**config.mk**
```make
export PLATFORM = sky130hd
export DESIGN_NAME = plic_target_arb
export DESIGN_NICKNAME = d
export VERILOG_FILES = /design/src/rtl/plic_target_arb.sv
export SDC_FILE = /design/constraint.sdc
export NUM_CORES = 1
export LEC_CHECK = 0
export ABC_CLOCK_PERIOD_IN_PS = 63800
export BUFFER_PORTS_ARGS = -buffer_cell sky130_fd_sc_hd__clkbuf_2
export CORE_ASPECT_RATIO = 1.25
export CORE_MARGIN = 2
export CORE_UTILIZATION = 45
export DETAILED_ROUTE_END_ITERATION = 6
export GPL_TIMING_DRIVEN = 0
export MAX_ROUTING_LAYER = met4
export PLACE_DENSITY = 0.76
export SYNTH_ARGS = -nofsm -noshare
export SYNTH_HDL_FRONTEND = slang
export SYNTH_SLANG_ARGS = --single-unit
```
**constraint.sdc**
```tcl
create_clock -name clk_i -period 63.8 [get_ports clk_i]
set_input_delay 12.76 -clock clk_i [delete_from_list [all_inputs] [get_ports clk_i]]
set_output_delay 12.76 -clock clk_i [all_outputs]
set_load 0.02 [all_outputs]
```
**src/rtl/plic_target_arb.sv**
```systemverilog
// Per-target PLIC core: pending bits, priority/threshold arbitration, claim and complete.
// Optional macro PLIC_TARGET_ACTIVE_EN tracks claimed-not-completed IDs and filters completes with them.
module plic_target_arb #(
   parameter int IRQ_NUM    = 32,
   parameter int PRIO_WIDTH = 3,
   parameter int ID_WIDTH   = $clog2(IRQ_NUM)
) (
   input  logic                          clk_i,
   input  logic                          rst_i,
   input  logic [IRQ_NUM-1:0]            gw_valid_i,
   output logic [IRQ_NUM-1:0]            gw_ready_o,
   output logic [IRQ_NUM-1:0]            gw_comp_o,
   input  logic [IRQ_NUM*PRIO_WIDTH-1:0] prio_i,
   input  logic [IRQ_NUM-1:0]            ie_i,
   input  logic [PRIO_WIDTH-1:0]         thold_i,
   output logic [IRQ_NUM-1:0]            ip_o,
   input  logic                          claim_i,
   output logic [ID_WIDTH-1:0]           claim_id_o,
   input  logic                          comp_i,
   input  logic [ID_WIDTH-1:0]           comp_id_i,
   output logic [IRQ_NUM-1:0]            active_o,
   output logic                          irq_o
);

   logic [IRQ_NUM-1:0]    ip_q, ip_d;
   logic [IRQ_NUM-1:0]    claim_clr, cand, comp_gate;
   logic [IRQ_NUM-1:0]    gw_comp_q, gw_comp_d;
   logic [ID_WIDTH-1:0]   best_id_q, best_id_d;
   logic [PRIO_WIDTH-1:0] best_prio_q, best_prio_d;
   logic [PRIO_WIDTH-1:0] sel_prio;

   assign gw_ready_o = {~ip_q[IRQ_NUM-1:1], 1'b0};
   assign ip_o       = ip_q;
   assign claim_id_o = best_id_q;
   assign gw_comp_o  = gw_comp_q;
   // A qualifying winner always has prio > thold >= 0, so a nonzero prio means an irq.
   assign irq_o      = (best_prio_q != '0);

   always_comb begin
      claim_clr = '0;
      for (int k = 1; k < IRQ_NUM; k++)
         if (claim_i && best_id_q != '0 && ID_WIDTH'(k) == best_id_q) claim_clr[k] = 1'b1;
      ip_d    = (ip_q | (gw_valid_i & gw_ready_o)) & ~claim_clr;
      ip_d[0] = 1'b0;
   end

   // Arbitrate on held pending bits minus this cycle's claim: new requests show up one
   // cycle later (two-cycle request->irq), while a claimed ID is never offered again.
   always_comb begin
      cand      = ip_q & ~claim_clr & ie_i;
      best_id_d = '0;
      sel_prio  = thold_i;
      for (int k = 0; k < IRQ_NUM; k++)
         if (cand[k] && prio_i[k*PRIO_WIDTH +: PRIO_WIDTH] > sel_prio) begin
            best_id_d = ID_WIDTH'(k);
            sel_prio  = prio_i[k*PRIO_WIDTH +: PRIO_WIDTH];
         end
      best_prio_d = (best_id_d != '0) ? sel_prio : '0;
   end

   always_comb begin
      gw_comp_d = '0;
      for (int k = 0; k < IRQ_NUM; k++)
         if (comp_i && comp_id_i != '0 && ID_WIDTH'(k) == comp_id_i && ie_i[k] && comp_gate[k])
            gw_comp_d[k] = 1'b1;
   end

`ifdef PLIC_TARGET_ACTIVE_EN
   logic [IRQ_NUM-1:0] active_q, active_d;

   // Completes check the pre-claim active bit, so a same-cycle claim+complete is dropped.
   assign comp_gate = active_q;
   assign active_d  = (active_q & ~gw_comp_d) | claim_clr;
   assign active_o  = active_q;

   always_ff @(posedge clk_i) begin
      if (rst_i) active_q <= '0;
      else       active_q <= active_d;
   end
`else
   assign comp_gate = '1;
   assign active_o  = '0;
`endif

   always_ff @(posedge clk_i) begin
      if (rst_i) begin
         ip_q        <= '0;
         best_id_q   <= '0;
         best_prio_q <= '0;
         gw_comp_q   <= '0;
      end else begin
         ip_q        <= ip_d;
         best_id_q   <= best_id_d;
         best_prio_q <= best_prio_d;
         gw_comp_q   <= gw_comp_d;
      end
   end

endmodule

```
==> reports/qor.csv, run 1 <==
stage,metric,value,unit
run_status,status,finished clean,
clock_tree,cts_tree,done,
drt,wl_met1,11200,um
placed_design,dpl_worst_slack,6890,ps
clock_tree,clk_pin_slew,70,ps
sta,setup_tns,0,ps
power,leakage,4.88,nW
placed_design,portBuffers,265,
drt,top_layer_used,met4,
clock_tree,clk_latency,340,ps
clock_tree,htree_levels,3,
grt,grt_max_degree,16,
drt,drtIter0Drc,658,
placed_design,hpwl,23800,um
logic_synthesis,yosysSeqAreaShare,18.3,%
floorplanning,core,16800,sq um
clock_tree,ctsHoldBuffers,0,
sta,tightest_slew,1270,ps
logic_synthesis,syn-cell-area,7770,sq um
logic_synthesis,synth_edf_count,0,
placed_design,dp.cells,1619,
min_path,hp-class,reg2reg,
logic_synthesis,synth_top_area_share,18.3,%
setup_path,crit_type,in2reg,
logic_synthesis,ys_warn_count,0,
logic_synthesis,synth_top_area_cell,dfxtp_1,
cells_and_area,design_area,9790,sq um
cells_and_area,fin_nets,1618,
sta,max_freq,17.5,MHz
cells_and_area,syn_to_final_growth,25.9,%
drt,wl_met2,13700,um
setup_path,cp.required,64010,ps
sta,setup-violations-final,0,
sta,slew_headroom,14.5,%
drt,ant_nets,0,
clock_tree,cts_buffer_depth,2,
cells_and_area,diodes,0,
drt,drt_wl_total,28400,um
sta,drv_slew,0,
logic_synthesis,synthArstFlopShare,0,%
floorplanning,dieWidth,122,um
sta,rsz0062_at_grt,no,
clock_tree,ctsResizeCount,0,
drt,vias,9486,
drt,route.met3.wl,1930,um
grt,grt_pass1_vias,8675,
floorplanning,num_rows,53,
logic_synthesis,synthTopCellsByCount,"nand2_1 (120), nor2_1 (120), inv_1 (89)",
setup_path,cp.arrival,57390,ps
sta,fin_crit,57180,ps
logic_synthesis,synthCells,1100,
floorplanning,io_pins,306,
floorplanning,die_h,151,um
drt,route.detailed.drc,0,
cells_and_area,drive_above_1_share,26.5,%
sta,finClkSkew,12.4,ps
setup_path,slowest_stage,o21ai_0,
clock_tree,numClockSinks,71,
drt,wl_per_cell,17.4,um
setup_path,r2r_slack,18870,ps
placed_design,placed_cell_area,9500,sq um
grt,grt_pass1_wl,43100,um
sta,setup_slack,6620,ps
placed_design,place.gp.congestion,0.960,
clock_tree,cts-root-buf,clkbuf_16,
run,drv_cap,0,
grt,antenna_found_initial,0,
logic_synthesis,ys_seq_elements,71,
sta,final_hold_viol_count,0,
cells_and_area,fin_cells,1635,
logic_synthesis,synth.distinct_cells,100,
setup_path,crit_family,compound AO/OA/AOI/OAI gates,
logic_synthesis,synthTopCellsByArea,"dfxtp_1 (18%), ha_1 (5.8%), nand2_1 (5.8%)",
clock_tree,numCtsBuffers,9,
floorplanning,die_area,18300,sq um
setup_path,critPathBufInv,5,
drt,viasPerCell,5.80,
floorplanning,start_util,46.2,%
clock_tree,postCtsSetupBuffers,0,
logic_synthesis,synth.avg_cell_area,7.07,sq um
cells_and_area,fill_cells,1686,
setup_path,path_max_fanout,9,
setup_path,crit_path_start_kind,input pin,
logic_synthesis,synthFlopType,dfxtp_1,
grt,grt_overflow,0,
power,peakVddDrop,0.0141,mV
power,powerDensity,27.7,nW/um^2
drt,firstDrtPassIters,5,
setup_path,end_kind,flip-flop,
grt,track_usage,30.5,%
sta,period_share,89.6,%
setup_path,max_stage_delay,570,ps
[worst paths after layout]
check | startpoint | endpoint | cells after the start
setup reg to reg | claim_id_o[1] | best_prio_q[0] | 216
hold / removal | ip_o[16] | ip_o[16] | 2
setup / recovery | thold_i[2] | best_prio_q[0] | 218
hold reg to reg | ip_o[16] | ip_o[16] | 2
[state kept, by name (all words and copies together) (netlist names)]
name / count
claim_id_o: 5
ip_o: 31
gw_comp_o: 32
best_prio_q: 3
[layout by cell type, fill, tap and decap left out, drive strengths merged, types with 6 or more instances in the layout]
cell type  count
a211o          8
a211oi        33
a21boi        11
a21o          10
a21oi         71
a221oi         6
a22oi          7
a311oi         7
a31oi         27
and2          26
and3          54
buf           43
clkbuf       287
conb          35
dfxtp         71
ha            36
inv           93
maj3          11
nand2        120
nand2b        13
nand3         39
nand4         13
nor2         120
nor2b         16
nor3          30
o2111ai        8
o211ai        22
o21a          16
o21ai         48
o22ai          8
o31ai          9
or2           12
or3            8
[area by class of cell]
type                            count  area, sq um  area share [%]
Tap cell                          220          275            2.81
Clock buffer                        9          225            2.30
Clock inverter                      7         61.3           0.626
Inverter                           89          334            3.41
Buffer                             56          354            3.62
Timing Repair Buffer              265         1330            13.5
Multi-Input combinational cell    918         5790            59.2
Sequential cell                    71         1420            14.5
[power by group]
group | switching [mW] | leakage [nW] | internal [mW]
Clock | 0.0232 | 0.135 | 0.0271
Sequential | 0.00727 | 0.585 | 0.0489
Combinational | 0.0997 | 4.16 | 0.0649
Total | 0.130 | 4.88 | 0.141
[per-stage QoR]
stage / total power [mW] / util, % / hold slack, ps
after global placement: 0.216 / 56.4 / 523
after global routing: 0.292 / 58.1 / 567
after detailed placement: 0.219 / 56.4 / 531
final: 0.271 / 58.1 / 533
after CTS: 0.270 / 58.1 / 539
after floorplan: 0.175 / - / 582
[tightest hold or removal path, stage by stage, from the launching register on]
cell and delay [ps]:
dfxtp_1 330, nor2_1 100, a211oi_1 50
[per-layer routing]
metal	track usage, %	vias up
met2	52.0	429
li1	-	4645
met1	35.3	4339
met3	2.90	73
met5	-	-
met4	16.7	0
[logic make-up after synthesis]
family,after synthesis,synth area share (%)
buffers and inverters,145,8.85
adders and majority gates,47,7.21
and+or+nand+nor,482,32.1
AOI/OAI and AO/OA,348,32.6
muxes,6,0.853
other,1,0.0482
DFF,71,18.3
(Power assumes the default switching activity.)
==> run 2, diff against run 1 <==
--- a/config.mk
+++ b/config.mk
@@ -9,11 +9,12 @@
 export BUFFER_PORTS_ARGS = -buffer_cell sky130_fd_sc_hd__clkbuf_2
 export CORE_ASPECT_RATIO = 1.25
 export CORE_MARGIN = 2
-export CORE_UTILIZATION = 45
+export CORE_UTILIZATION = 30
 export DETAILED_ROUTE_END_ITERATION = 6
 export GPL_TIMING_DRIVEN = 0
 export MAX_ROUTING_LAYER = met4
-export PLACE_DENSITY = 0.76
+export PLACE_DENSITY = 0.55
+export SLEW_MARGIN = 30
 export SYNTH_ARGS = -nofsm -noshare
 export SYNTH_HDL_FRONTEND = slang
 export SYNTH_SLANG_ARGS = --single-unit
==> reports/qor.csv, run 2 (same netlist as run 1, synthesis figures left out) <==
stage,metric,value,unit
clock_tree,clk_latency,350,ps
setup_path,crit_type,in2reg,
cells_and_area,multi_input_comb_area,5800,sq um
drt,vias,9397,
clock_tree,cts_buffer_depth,2,
setup_path,path_max_fanout,9,
grt,antenna_found_initial,0,
cells_and_area,layout_commonest_cell,clkbuf_2,
cells_and_area,largest_reg_flops,32,
run_status,status,finished clean,
cells_and_area,diodes,0,
clock_tree,ctsHoldBuffers,0,
floorplanning,dieWidth,148,um
cells_and_area,syn_to_final_growth,27.8,%
run,drv_cap,0,
setup_path,cp.required,64000,ps
placed_design,placed_cell_area,9660,sq um
sta,max_freq,17.4,MHz
floorplanning,io_pins,306,
floorplanning,start_util,30.6,%
sta,setup_slack,6350,ps
clock_tree,numCtsBuffers,9,
clock_tree,numClockSinks,71,
power,leakage,4.89,nW
power,peakVddDrop,0.0147,mV
sta,setup-violations-final,0,
setup_path,crit_path_start_kind,input pin,
cells_and_area,drive_above_1_share,26.6,%
cells_and_area,fill_cells,2812,
cells_and_area,final_cell_mix,"clkbuf_2 (265), nand2_1 (120), nor2_1 (119), inv_1 (89), dfxtp_1 (71)",
placed_design,place.gp.congestion,0.917,
placed_design,hpwl,27100,um
drt,ant_nets,0,
grt,track_usage,23.5,%
min_path,hp-class,reg2reg,
floorplanning,num_rows,65,
grt,grt_pass1_wl,48300,um
floorplanning,die_h,184,um
cells_and_area,design_area,9930,sq um
grt,grt_overflow,0,
floorplanning,die_area,27200,sq um
sta,period_share,90.1,%
cells_and_area,regArea,1420,sq um
grt,grt_max_degree,13,
setup_path,slowest_stage,a21boi_0,
drt,firstDrtPassIters,5,
sta,tightest_slew,935,ps
sta,fin_crit,57450,ps
sta,rsz0062_at_grt,no,
drt,drtIter0Drc,523,
drt,route.detailed.drc,0,
setup_path,cp.arrival,57660,ps
clock_tree,cts-root-buf,clkbuf_16,
grt,grt_pass1_vias,8897,
placed_design,dpl_worst_slack,6340,ps
cells_and_area,final_util,39.2,%
power,powerDensity,27.6,nW/um^2
clock_tree,htree_levels,3,
drt,viasPerCell,5.37,
setup_path,max_stage_delay,620,ps
drt,wl_per_cell,18.3,um
clock_tree,cts_tree,done,
clock_tree,ctsResizeCount,0,
drt,drt_wl_total,32100,um
sta,final_hold_viol_count,0,
sta,setup_tns,0,ps
setup_path,end_kind,flip-flop,
placed_design,portBuffers,265,
sta,drv_slew,0,
clock_tree,postCtsSetupBuffers,0,
sta,finClkSkew,10.1,ps
sta,slew_headroom,37.4,%
floorplanning,core,25400,sq um
clock_tree,clk_pin_slew,60,ps
cells_and_area,fin_nets,1619,
==> run 2: cell types whose count changed in the layout (fill, tap and decap cells not counted), sizes merged <==
cell	change
inv	-3
clkinv	+1
buf	+1
clkbuf	+1
==> run 2: report_power, final <==
part           leakage, nW  internal, mW  switching (mW)
clock network        0.131        0.0272          0.0222
logic                 4.17        0.0652           0.103
registers            0.585        0.0489         0.00821
total                 4.89         0.141           0.133
==> run 2: routing by layer <==
metal / GRT usage [%] / vias to the layer above / share of wire (%) / wire, um
met2: 41.9 / 366 / 51 / 16200
li1: - / 4639 / - / -
met4: 9.33 / 0 / 3.6 / 1150
met5: - / - / 0 / 0
met3: 1.94 / 63 / 5.1 / 1640
met1: 27.3 / 4329 / 41 / 13100
==> run 2: cell type report <==
type,instances,area share (%)
multi-input cells,918,58.4
well taps,335,4.22
flip-flops and latches,71,14.3
plain buffers,56,3.56
clock inverters,5,0.340
repair buffers,266,13.4
clock buffers,10,2.41
inverters,89,3.36
==> run 2: worst max-delay path: cells and delay by family <==
kind | cells | cell delay, ps
buffers and inverters | 5 | 590
multiplexers | 4 | 1680
adder cells (fa/ha/maj) | 38 | 10750
AO/OA/AOI/OAI | 86 | 18550
AND/OR/NAND/NOR | 84 | 13280
==> run 2: stage by stage <==
step / power (mW) / hold WS, ps / cells
CTS: 0.275 / 547 / 1750
floorplan: 0.175 / 582 / 1134
detailed placement: 0.224 / 539 / 1735
finish: 0.274 / 538 / 1750
global placement: 0.222 / 528 / 1734
global route: 0.298 / 573 / 1750
==> run 2: path summary, 6_finish.rpt <==
path / startpoint / endpoint / slack, ps / cells after the start
hold / removal: ip_o[16] / ip_o[16] / 540 / 2
setup / recovery: thold_i[2] / best_prio_q[1] / 6350 / 217
hold reg to reg: ip_o[16] / ip_o[16] / 540 / 2
setup reg to reg: claim_id_o[1] / best_prio_q[1] / 18460 / 215
